<file path="src/rtl/arm_ldm_sequencer.sv">
// rtl/arm_ldm_sequencer.sv - LDM/STM micro-op sequencer; optional LDM_BASE_IN_LIST_EN drops writeback when a load reloads its base
module arm_ldm_sequencer #(
    parameter int NREGS = 16,
    parameter int OFFW  = 8
) (
    input  logic             clk,
    input  logic             rst,
    input  logic             start,
    input  logic [NREGS-1:0] regList,
    input  logic [3:0]       Rn,
    input  logic             isLoad,
    input  logic             wb,
    input  logic             isAdd,
    input  logic             pre,
    input  logic             stallD,
    input  logic             FlushE,
    output logic             busy,
    output logic             StallF,
    output logic             uopValid,
    output logic [3:0]       uopReg,
    output logic [OFFW-1:0]  uopOffset,
    output logic             uopLoad,
    output logic             uopPC,
    output logic             wbValid,
    output logic [OFFW-1:0]  wbOffset,
    output logic             done
);

    localparam int CW = $clog2(NREGS + 1);

`ifdef LDM_BASE_IN_LIST_EN
    localparam logic BASE_IN_LIST_EN = 1'b1;
`else
    localparam logic BASE_IN_LIST_EN = 1'b0;
`endif

    typedef enum logic [1:0] {S_IDLE, S_XFER, S_WB} state_t;

    state_t           state;
    logic [NREGS-1:0] remain;
    logic [CW-1:0]    n_regs;
    logic             wb_q;
    logic             add_q;

    logic [CW-1:0]    acc_n;
    logic [OFFW-1:0]  acc_n4;
    logic [OFFW-1:0]  q_n4;
    logic [OFFW-1:0]  start_off;
    logic             acc_wb;
    logic [3:0]       first_reg;
    logic [NREGS-1:0] first_rest;
    logic             first_last;
    logic [3:0]       next_reg;
    logic [NREGS-1:0] next_rest;
    logic             next_last;

    function automatic logic [CW-1:0] popcount(input logic [NREGS-1:0] v);
        logic [CW-1:0] c;
        c = '0;
        for (int i = 0; i < NREGS; i++) c = c + CW'(v[i]);
        return c;
    endfunction

    function automatic logic [3:0] lowest_set(input logic [NREGS-1:0] v);
        logic [3:0] r;
        r = '0;
        for (int i = NREGS - 1; i >= 0; i--) if (v[i]) r = 4'(i);
        return r;
    endfunction

    always_comb begin
        acc_n  = popcount(regList);
        acc_n4 = OFFW'(acc_n) << 2;
        q_n4   = OFFW'(n_regs) << 2;
        // Lowest address of the block; registers always ascend from here.
        case ({pre, isAdd})
            2'b01:   start_off = '0;
            2'b11:   start_off = OFFW'(4);
            2'b00:   start_off = OFFW'(4) - acc_n4;
            default: start_off = '0 - acc_n4;
        endcase
        acc_wb     = wb & ~(BASE_IN_LIST_EN & isLoad & regList[Rn]);
        first_reg  = lowest_set(regList);
        first_rest = regList & (regList - NREGS'(1));
        first_last = (first_rest == '0) & ~acc_wb;
        next_reg   = lowest_set(remain);
        next_rest  = remain & (remain - NREGS'(1));
        next_last  = (next_rest == '0) & ~wb_q;
    end

    always_ff @(posedge clk) begin
        // Any advancing cycle starts from an idle, all-zero output set.
        if (rst || FlushE || !stallD) begin
            state     <= S_IDLE;
            busy      <= 1'b0;
            StallF    <= 1'b0;
            uopValid  <= 1'b0;
            uopReg    <= '0;
            uopOffset <= '0;
            uopLoad   <= 1'b0;
            uopPC     <= 1'b0;
            wbValid   <= 1'b0;
            wbOffset  <= '0;
            done      <= 1'b0;
        end
        if (rst || FlushE) begin
            remain <= '0;
            n_regs <= '0;
            wb_q   <= 1'b0;
            add_q  <= 1'b0;
        end else if (!stallD) begin
            case (state)
                S_IDLE: begin
                    if (start) begin
                        wb_q   <= acc_wb;
                        add_q  <= isAdd;
                        n_regs <= acc_n;
                        remain <= first_rest;
                        if (acc_n != '0) begin
                            state     <= S_XFER;
                            busy      <= 1'b1;
                            StallF    <= ~first_last;
                            uopValid  <= 1'b1;
                            uopReg    <= first_reg;
                            uopOffset <= start_off;
                            uopLoad   <= isLoad;
                            uopPC     <= isLoad & (first_reg == 4'd15);
                            done      <= first_last;
                        end else if (acc_wb) begin
                            state   <= S_WB;
                            busy    <= 1'b1;
                            wbValid <= 1'b1;
                            done    <= 1'b1;
                        end else begin
                            done <= 1'b1;
                        end
                    end
                end
                S_XFER: begin
                    if (remain != '0) begin
                        state     <= S_XFER;
                        busy      <= 1'b1;
                        StallF    <= ~next_last;
                        uopValid  <= 1'b1;
                        uopReg    <= next_reg;
                        uopOffset <= uopOffset + OFFW'(4);
                        uopLoad   <= uopLoad;
                        uopPC     <= uopLoad & (next_reg == 4'd15);
                        remain    <= next_rest;
                        done      <= next_last;
                    end else if (wb_q) begin
                        state    <= S_WB;
                        busy     <= 1'b1;
                        wbValid  <= 1'b1;
                        wbOffset <= add_q ? q_n4 : ('0 - q_n4);
                        done     <= 1'b1;
                    end
                end
                default: ;
            endcase
        end
    end

endmodule

</file>
<file path="config.mk">
export PLATFORM = sky130hd
export DESIGN_NAME = arm_ldm_sequencer
export DESIGN_NICKNAME = d
export VERILOG_FILES = /design/src/rtl/arm_ldm_sequencer.sv
export SDC_FILE = /design/constraint.sdc
export NUM_CORES = 1
export LEC_CHECK = 0
export CORE_MARGIN = 10
export CORE_UTILIZATION = 57
export CTS_BUF_LIST = sky130_fd_sc_hd__clkbuf_8
export DETAILED_ROUTE_END_ITERATION = 16
export PLACE_DENSITY = 0.87
export SLEW_MARGIN = 40
export SYNTH_ARGS = -nofsm -noshare
export SYNTH_HDL_FRONTEND = slang
export SYNTH_SLANG_ARGS = --single-unit
</file>
<file path="constraint.sdc">
create_clock -name clk -period 13.1 [get_ports clk]
set_input_delay 3.93 -clock clk [delete_from_list [all_inputs] [get_ports clk]]
set_output_delay 3.93 -clock clk [all_outputs]
set_load 0.05 [all_outputs]
</file>
# Word-level counts from Yosys, hierarchy flattened
# Index checks and enable logic that the tools add are counted.
dict set report word_totals {
  regBits 52
  in_bits 29
}
dict set report classes {
  n_addsub 21
  eq_ne 8
  mux 120
  bitwise 11
  reduce_logical 12
}
# cell count
set op_table {}
lappend op_table {{two-way mux 4 bit} 38}
lappend op_table {{two-way mux 8 bit} 13}
lappend op_table {{adder 5 x 1 -> 5 bit} 11}
lappend op_table {{two-way mux 1 bit} 47}
lappend op_table {{AND 16 bit} 2}
lappend op_table {{logical NOT 16 bit} 2}
lappend op_table {{two-way mux 16 bit} 2}
lappend op_table {{case mux 16 bit (2 select lines)} 1}
lappend op_table {{subtractor 16 x 1 -> 16 bit, second input constant} 2}
lappend op_table {{case mux 8 bit (3 select lines)} 1}
lappend op_table {{two-way mux 2 bit} 8}
lappend op_table {{case mux 8 bit (2 select lines)} 1}
lappend op_table {{nonzero test 16 bit} 1}
lappend op_table {{subtractor 1 x 7 -> 8 bit, first input constant} 2}
lappend op_table {{case mux 1 bit (2 select lines)} 7}
lappend op_table {{adder 8 x 3 -> 8 bit, second input constant} 1}
lappend op_table {{== test 4 bit, second input constant} 2}
lappend op_table {{case mux 4 bit (2 select lines)} 1}
lappend op_table {{subtractor 3 x 7 -> 8 bit, first input constant} 1}
lappend op_table {{adder 4 x 1 -> 5 bit} 1}
lappend op_table {{NOT 1 bit} 5}
lappend op_table {{nonzero test 5 bit} 1}
lappend op_table {{adder 3 x 1 -> 4 bit} 1}
lappend op_table {{AND 1 bit} 4}
lappend op_table {{other kinds (13)} 17}

# Logic depth before layout (Yosys ltp)
dict set report depth {
  depth_word 23
  ltp_mapped 18
}

# Worst setup path before layout
# OpenSTA, ideal clock, no wires.
dict set report synth_path {
  path_type {in2reg}
  startpoint {input port regList[0]}
  endpoint {register uopOffset[4]}
  arrival_ns 8.434
  required_ns 13.041
  path_slack_ns 4.607
  path_stages 18
  n_path_buf 0
  path_cell_list {fa_1 -> inv_1 -> fa_1 -> fa_1 -> fa_1 -> inv_1 -> ha_1 -> fa_1 -> inv_1 -> ha_1 -> nand2_1 -> nor2_1 -> ha_1 -> or3_1 -> nor4_1 -> o21ai_0 -> a21oi_1 -> a211o_1}
}
dict set report synth_via {
  elab_chain_len 22
}
# item line_no
set synth_rtl {}
lappend synth_rtl {{start, declared} 9} ;# input logic [NREGS-1:0] regList,
lappend synth_rtl {{adder 1 x 1 -> 2 bit *} 60} ;# for (int i = 0; i < NREGS; i++) c = c + CW'(v[i]);
lappend synth_rtl {{adder 2 x 1 -> 3 bit *} 60}
lappend synth_rtl {{adder 3 x 1 -> 4 bit *} 60}
lappend synth_rtl {{adder 4 x 1 -> 5 bit *} 60}
lappend synth_rtl {{adder 5 x 1 -> 5 bit * (11 in a row)} 60}
lappend synth_rtl {{via acc_n[1]} 45} ;# logic [CW-1:0] acc_n;
lappend synth_rtl {{subtractor 1 x 7 -> 8 bit or subtractor 3 x 7 -> 8 bit (tied branches)} {80, 79}}
lappend synth_rtl {{case mux 8 bit (3 select lines)} 76} ;# case ({pre, isAdd})
lappend synth_rtl {{two-way mux 8 bit *} 119} ;# if (acc_n != '0) begin
lappend synth_rtl {{two-way mux 8 bit *} 114} ;# if (start) begin
lappend synth_rtl {{case mux 8 bit (2 select lines) *} 112} ;# case (state)
lappend synth_rtl {{two-way mux 8 bit *} 111} ;# end else if (!stallD) begin
lappend synth_rtl {{two-way mux 8 bit *} 106} ;# if (rst || FlushE) begin
lappend synth_rtl {{end signal, assigned} 125} ;# uopOffset <= start_off;
lappend synth_rtl {{end signal, assigned} 146} ;# uopOffset <= uopOffset + OFFW'(4);
lappend synth_rtl {{end, declared} 21} ;# output logic [OFFW-1:0] uopOffset,
# The timed path passes the listed nets; every way through them passes the cells marked *.
# A chain may end at the register's enable or synchronous reset.

# Worst setup path after layout
dict set report layout_path {
  startpoint {input port regList[5]}
  endpoint {register uopOffset[4]}
}
dict set report layout_via {
  elab_chain_len 18
}
# item line_no
set layout_rtl {}
lappend layout_rtl {{adder 5 x 1 -> 5 bit * (11 in a row)} 60}
lappend layout_rtl {{subtractor 1 x 7 -> 8 bit or subtractor 3 x 7 -> 8 bit (tied branches)} {80, 79}}
lappend layout_rtl {{case mux 8 bit (3 select lines)} 76}
lappend layout_rtl {{two-way mux 8 bit *} 119}
lappend layout_rtl {{two-way mux 8 bit *} 114}
lappend layout_rtl {{case mux 8 bit (2 select lines) *} 112}
lappend layout_rtl {{two-way mux 8 bit *} 111}
lappend layout_rtl {{two-way mux 8 bit *} 106}
# Mark *: on every way between the ends. The rest lies on a longest branch, timed or not.

==> results.md <==
- The run finished with clean final reports.
- The overall global routing resource usage is 19.9%.
- The buffer count from post-CTS setup fixing is 0.
- The synthesized netlist devotes 24.9% of its cell area to compound gates.
- The highest net fanout along the worst path is 7.
- In the global route stage, met2 resource usage came out at 32.5%.
- The number of cells on the worst reg-to-reg path is 6.
- Summed over all failing endpoints, the final setup total negative slack is 0 ns.
- met2 is the most crowded layer.
- Of the total power, registers draw 33.8%.
- The core box area is 0.00599 mm^2.
- Once the clock tree was built, the resizer swapped 0 gates to a different size.
- Prior to clock tree synthesis, the placed netlist has a worst setup slack of 3.41 ns.
- The combinational power share is 46.8%.
- The mapped netlist covers 0.00354 mm^2.
- The worst register-to-register path begins at remain[1].
- Across all hold checks on the routed design, the worst slack comes to between 0.4 and 0.5 ns.
- The clock tree from TritonCTS is yes.
- Setup slack on the critical path of the routed design comes to 3.61 ns.
- Excluding fillers, the count of instances in the completed layout stands at 563.
- For this configuration, the core starts out at a cell density of 59.1%.
- The total overflow left after global routing is 0.
- At the end of routability-driven placement, the weighted congestion stood at 0.963.
- The max-slew violation count came to 0.
- The detail route stage leaves a number of antenna-violating nets equal to 0.
- Summing the areas of all fa, ha and maj instances in the mapped netlist gives a little over a tenth of the synthesized area.
- Across the routed clock network, the largest skew measured is roughly 0.0093 ns.
- After synthesis, the largest family of logic cells by area is simple AND/OR/NAND/NOR gates.
- Row generation in the floorplan step produced 28 rows.
- The growth of design area from synthesis to finish is 17.3%.
- The wire length of the first global-routing pass is between 15,000 and 20,000 um.
- Counting flops and latches in the post-synthesis netlist gives 51.
- The number of DRC violations after detailed-routing iteration 0 is 359.
- Input and output buffers added on the ports amount to 51.
- In this run the power spent charging and discharging nets is between 200 and 250 uW.
- The internal power of the cells totals 291 uW.
- STA classifies the critical path endpoint as a register.
- The aggregate routed wire length is 10000 um.
- The number of global-route vias before repair is 3,266.
- For this run, the post-layout net count is between 500 and 600.
- The number of distinct standard cells referenced by the synthesized netlist is 65.
- In this run, CTS created clock tree buffers numbering 5.
- The total die area is between 0.009 and 0.01 mm^2.
- The data required time of the worst path is 13.37 ns.
- The synthesized-area fraction occupied by xor and xnor cells is 2.23%.
- Across the run, the number of max-cap violations was 0.
- The number of top-level design ports is between 50 and 60.
- The buffer type at the clock tree root is clkbuf_8.
- The element type at the critical path start is an input pin.
- Across the VDD grid, the largest voltage drop is 0.166 mV.
- In this run the static leakage power is 1.51 nW.
- The worst register-to-register path ends at StallF.
- The routed layout has 3,538 vias.
- The floorplan die width is 98.8 um.
- The clock reaches the later pin of the worst-skew pair after 0.32 ns.
- The mux cell area share after synthesis is 0.848%.
- The synthesized instance count is 450.
- Buffers inserted to repair hold after CTS numbered 0.
- Among all flip-flop cells after synthesis, the most frequent one is dfxtp_1.
- Subtracting the final worst setup slack from the clock period gives about 9.5 ns.
- From bottom edge to top edge, the die measures 98.8 um.
- A synthesized cell averages 7.87 um^2.
- Including well taps, the total number of placed cells is 555.
- Setup repair after global routing left no endpoint under its margin.
- The most critical setup path has its endpoint at uopOffset[4].
- The register area share after synthesis is 29.7%.
- The number of nets in the synthesized netlist is about 500.
- The area fraction in and, or, nand and nor cells after synthesis is 25.3%.
- The clock share of power is between 15 and 20%.
- After synthesis, the share of flip-flops with an asynchronous set or reset is 0%.
- The total power consumption of the routed design is around 500 uW.
- The global routing usage on met3 is ~4.5%.
- The period utilization is slightly above 70%.
- The count of TritonRoute iterations in the first routing pass is 5.
- The switching power share of the total is 41.7%.
- Dividing the detail-routed wire length by the instance count gives 17.8 um.
- The register clock-pin slew on the reported worst setup and hold paths is 0.10 ns.
- The count of endpoints failing hold in the final timing report is 0.
- The internal reg-to-reg setup slack is about 11 ns.
- After detailed routing, the number of remaining DRC violations is 0.
- In this run, synthesis inferred 3 flip-flops with an integrated enable.
- The slew at the pin closest to its max-slew limit is 0.715 ns.
- Measured against its own limit, the worst slew margin works out to 51.9%.
- Of the cells placed in the final design, the portion with a size suffix greater than 1 is 4.92%.
- Timing would allow up to 105 MHz.
- The path class of the tightest hold or removal check is register to register.
- The clock tree buffer depth is 2.
- Detailed placement finished with a half-perimeter wire length of about 7800 um.
- For met1 alone, demand over resource in global routing was 26.0%.
- Using the TritonRoute via totals, the vias-per-cell ratio works out to between 6 and 7.
- The signal arrival time at the worst endpoint is 9.76 ns.
- The worst setup path startpoint is regList[5].
- The count of synthesis-stage warnings from yosys is 0.
- The post-placement cell area is 0.00406 mm^2.
- The ratio of total power to cell area is ~120 mW/mm^2.
- The area of all placed cells without fillers is about 0.0042 mm^2.
- The total setup violations reported at the end of the flow is 0.
- The class of the most critical setup path is input pin to register.
- Once layout is complete, the utilization of the core stands at a little over two thirds.
- The H-tree generated during clock tree synthesis spans 2 levels.
- Entering global routing, the biggest net connects 30 pins.
- The antenna diode instance count is 0.
- The initial antenna violation count is 0.
- The clock net in this run drives a total of between 50 and 60 sinks.
-- cell usage after synthesis (6+ instances only) --
library cell | instances | area (um^2)
nand2_1 | 59 | 221
dfxtp_1 | 48 | 961
nor2_1 | 44 | 165
inv_1 | 35 | 131
a21oi_1 | 33 | 165
o21ai_0 | 30 | 150
clkbuf_1 | 14 | 52.6
nor3_1 | 13 | 65.1
ha_1 | 12 | 150
fa_1 | 10 | 200
o31ai_1 | 9 | 67.6
a32oi_1 | 8 | 70.1
o211ai_1 | 7 | 52.6
a22oi_1 | 6 | 45.0
and3_1 | 6 | 37.5
nand2b_1 | 6 | 37.5
nor4_1 | 6 | 37.5
xnor2_1 | 6 | 52.6
-- worst min path at each step --
| stage | depth (start not counted) | endpoint | start |
|---|---|---|---|
| finish | 2 | uopValid | uopValid |
| CTS | 2 | uopValid | uopValid |
| global placement | 2 | uopValid | uopValid |
| global route | 2 | uopValid | uopValid |
| floorplan | 2 | n_regs[0] | n_regs[0] |
| detailed placement | 2 | uopValid | uopValid |
-- worst max-delay path: stages --
cell and delay (ns):
clkdlybuf4s50_1 0.59, fa_1 0.60, inv_1 0.05, fa_1 0.46, fa_1 0.49, fa_1 0.49
inv_1 0.04, ha_1 0.20, fa_1 0.40, xor2_1 0.34, inv_1 0.15, nand2_1 0.11
nor2_1 0.05, ha_1 0.29, or3_1 0.47, nor4_1 0.58, o21ai_0 0.20, a21oi_1 0.20
a211o_1 0.12
-- cell families (layout without fill, tap and decap cells) --
group,after synthesis,after routing
adder cells (fa/ha/maj),24,24
multiplexers,3,3
AO/OA/AOI/OAI,135,135
buffers and inverters,57,95
XOR/XNOR,9,9
AND/OR/NAND/NOR,171,171
flip-flops,51,51
-- registers in the layout, summed over array words and instances, names as in the netlist --
| signal | count |
|---|---|
| wb_q | 1 |
| remain | 15 |
| uopOffset | 8 |
| add_q | 1 |
| wbValid | 1 |
| busy | 1 |
| StallF | 1 |
| uopLoad | 1 |
| wbOffset | 8 |
| state | 2 |
| n_regs | 5 |
| done | 1 |
| uopValid | 1 |
| uopReg | 4 |
| uopPC | 1 |
-- placed cells by master, fill, tap and decap left out, drive strengths merged, types with 9 or more instances in the layout --
cell type	synthesis	final
nand2	60	60
clkdlybuf4s50	0	51
dfxtp	48	48
nor2	44	44
inv	35	37
o21ai	34	34
a21oi	33	33
nor3	15	15
ha	12	12
nor4	12	12
fa	10	10
o31ai	9	9
-- power groups by stage --
stage          sequential (mW)  clock, mW  combinational (mW)
4_1_cts                  0.169     0.0975               0.230
6_report                 0.169     0.0972               0.234
2_1_floorplan            0.179          0               0.158
5_1_grt                  0.170      0.103               0.264
3_5_place_dp             0.172          0               0.229
3_3_place_gp             0.172          0               0.215
-- cell type report --
cell class	instances	area, um^2
Clock buffer	5	68.8
Clock inverter	3	25.0
Timing Repair Buffer	52	518
Sequential cell	51	1050
Fill cell	515	1830
Inverter	35	131
Tap cell	75	93.8
Multi-Input combinational cell	342	2270
-- layer usage --
metal / vias to the layer above / part of all wire, %
met3: 11 / 9.8
met1: 1624 / 42
met5: - / 0
met2: 200 / 47
li1: 1703 / -
met4: 0 / 1.1
Power figures use the tool's default switching activity.
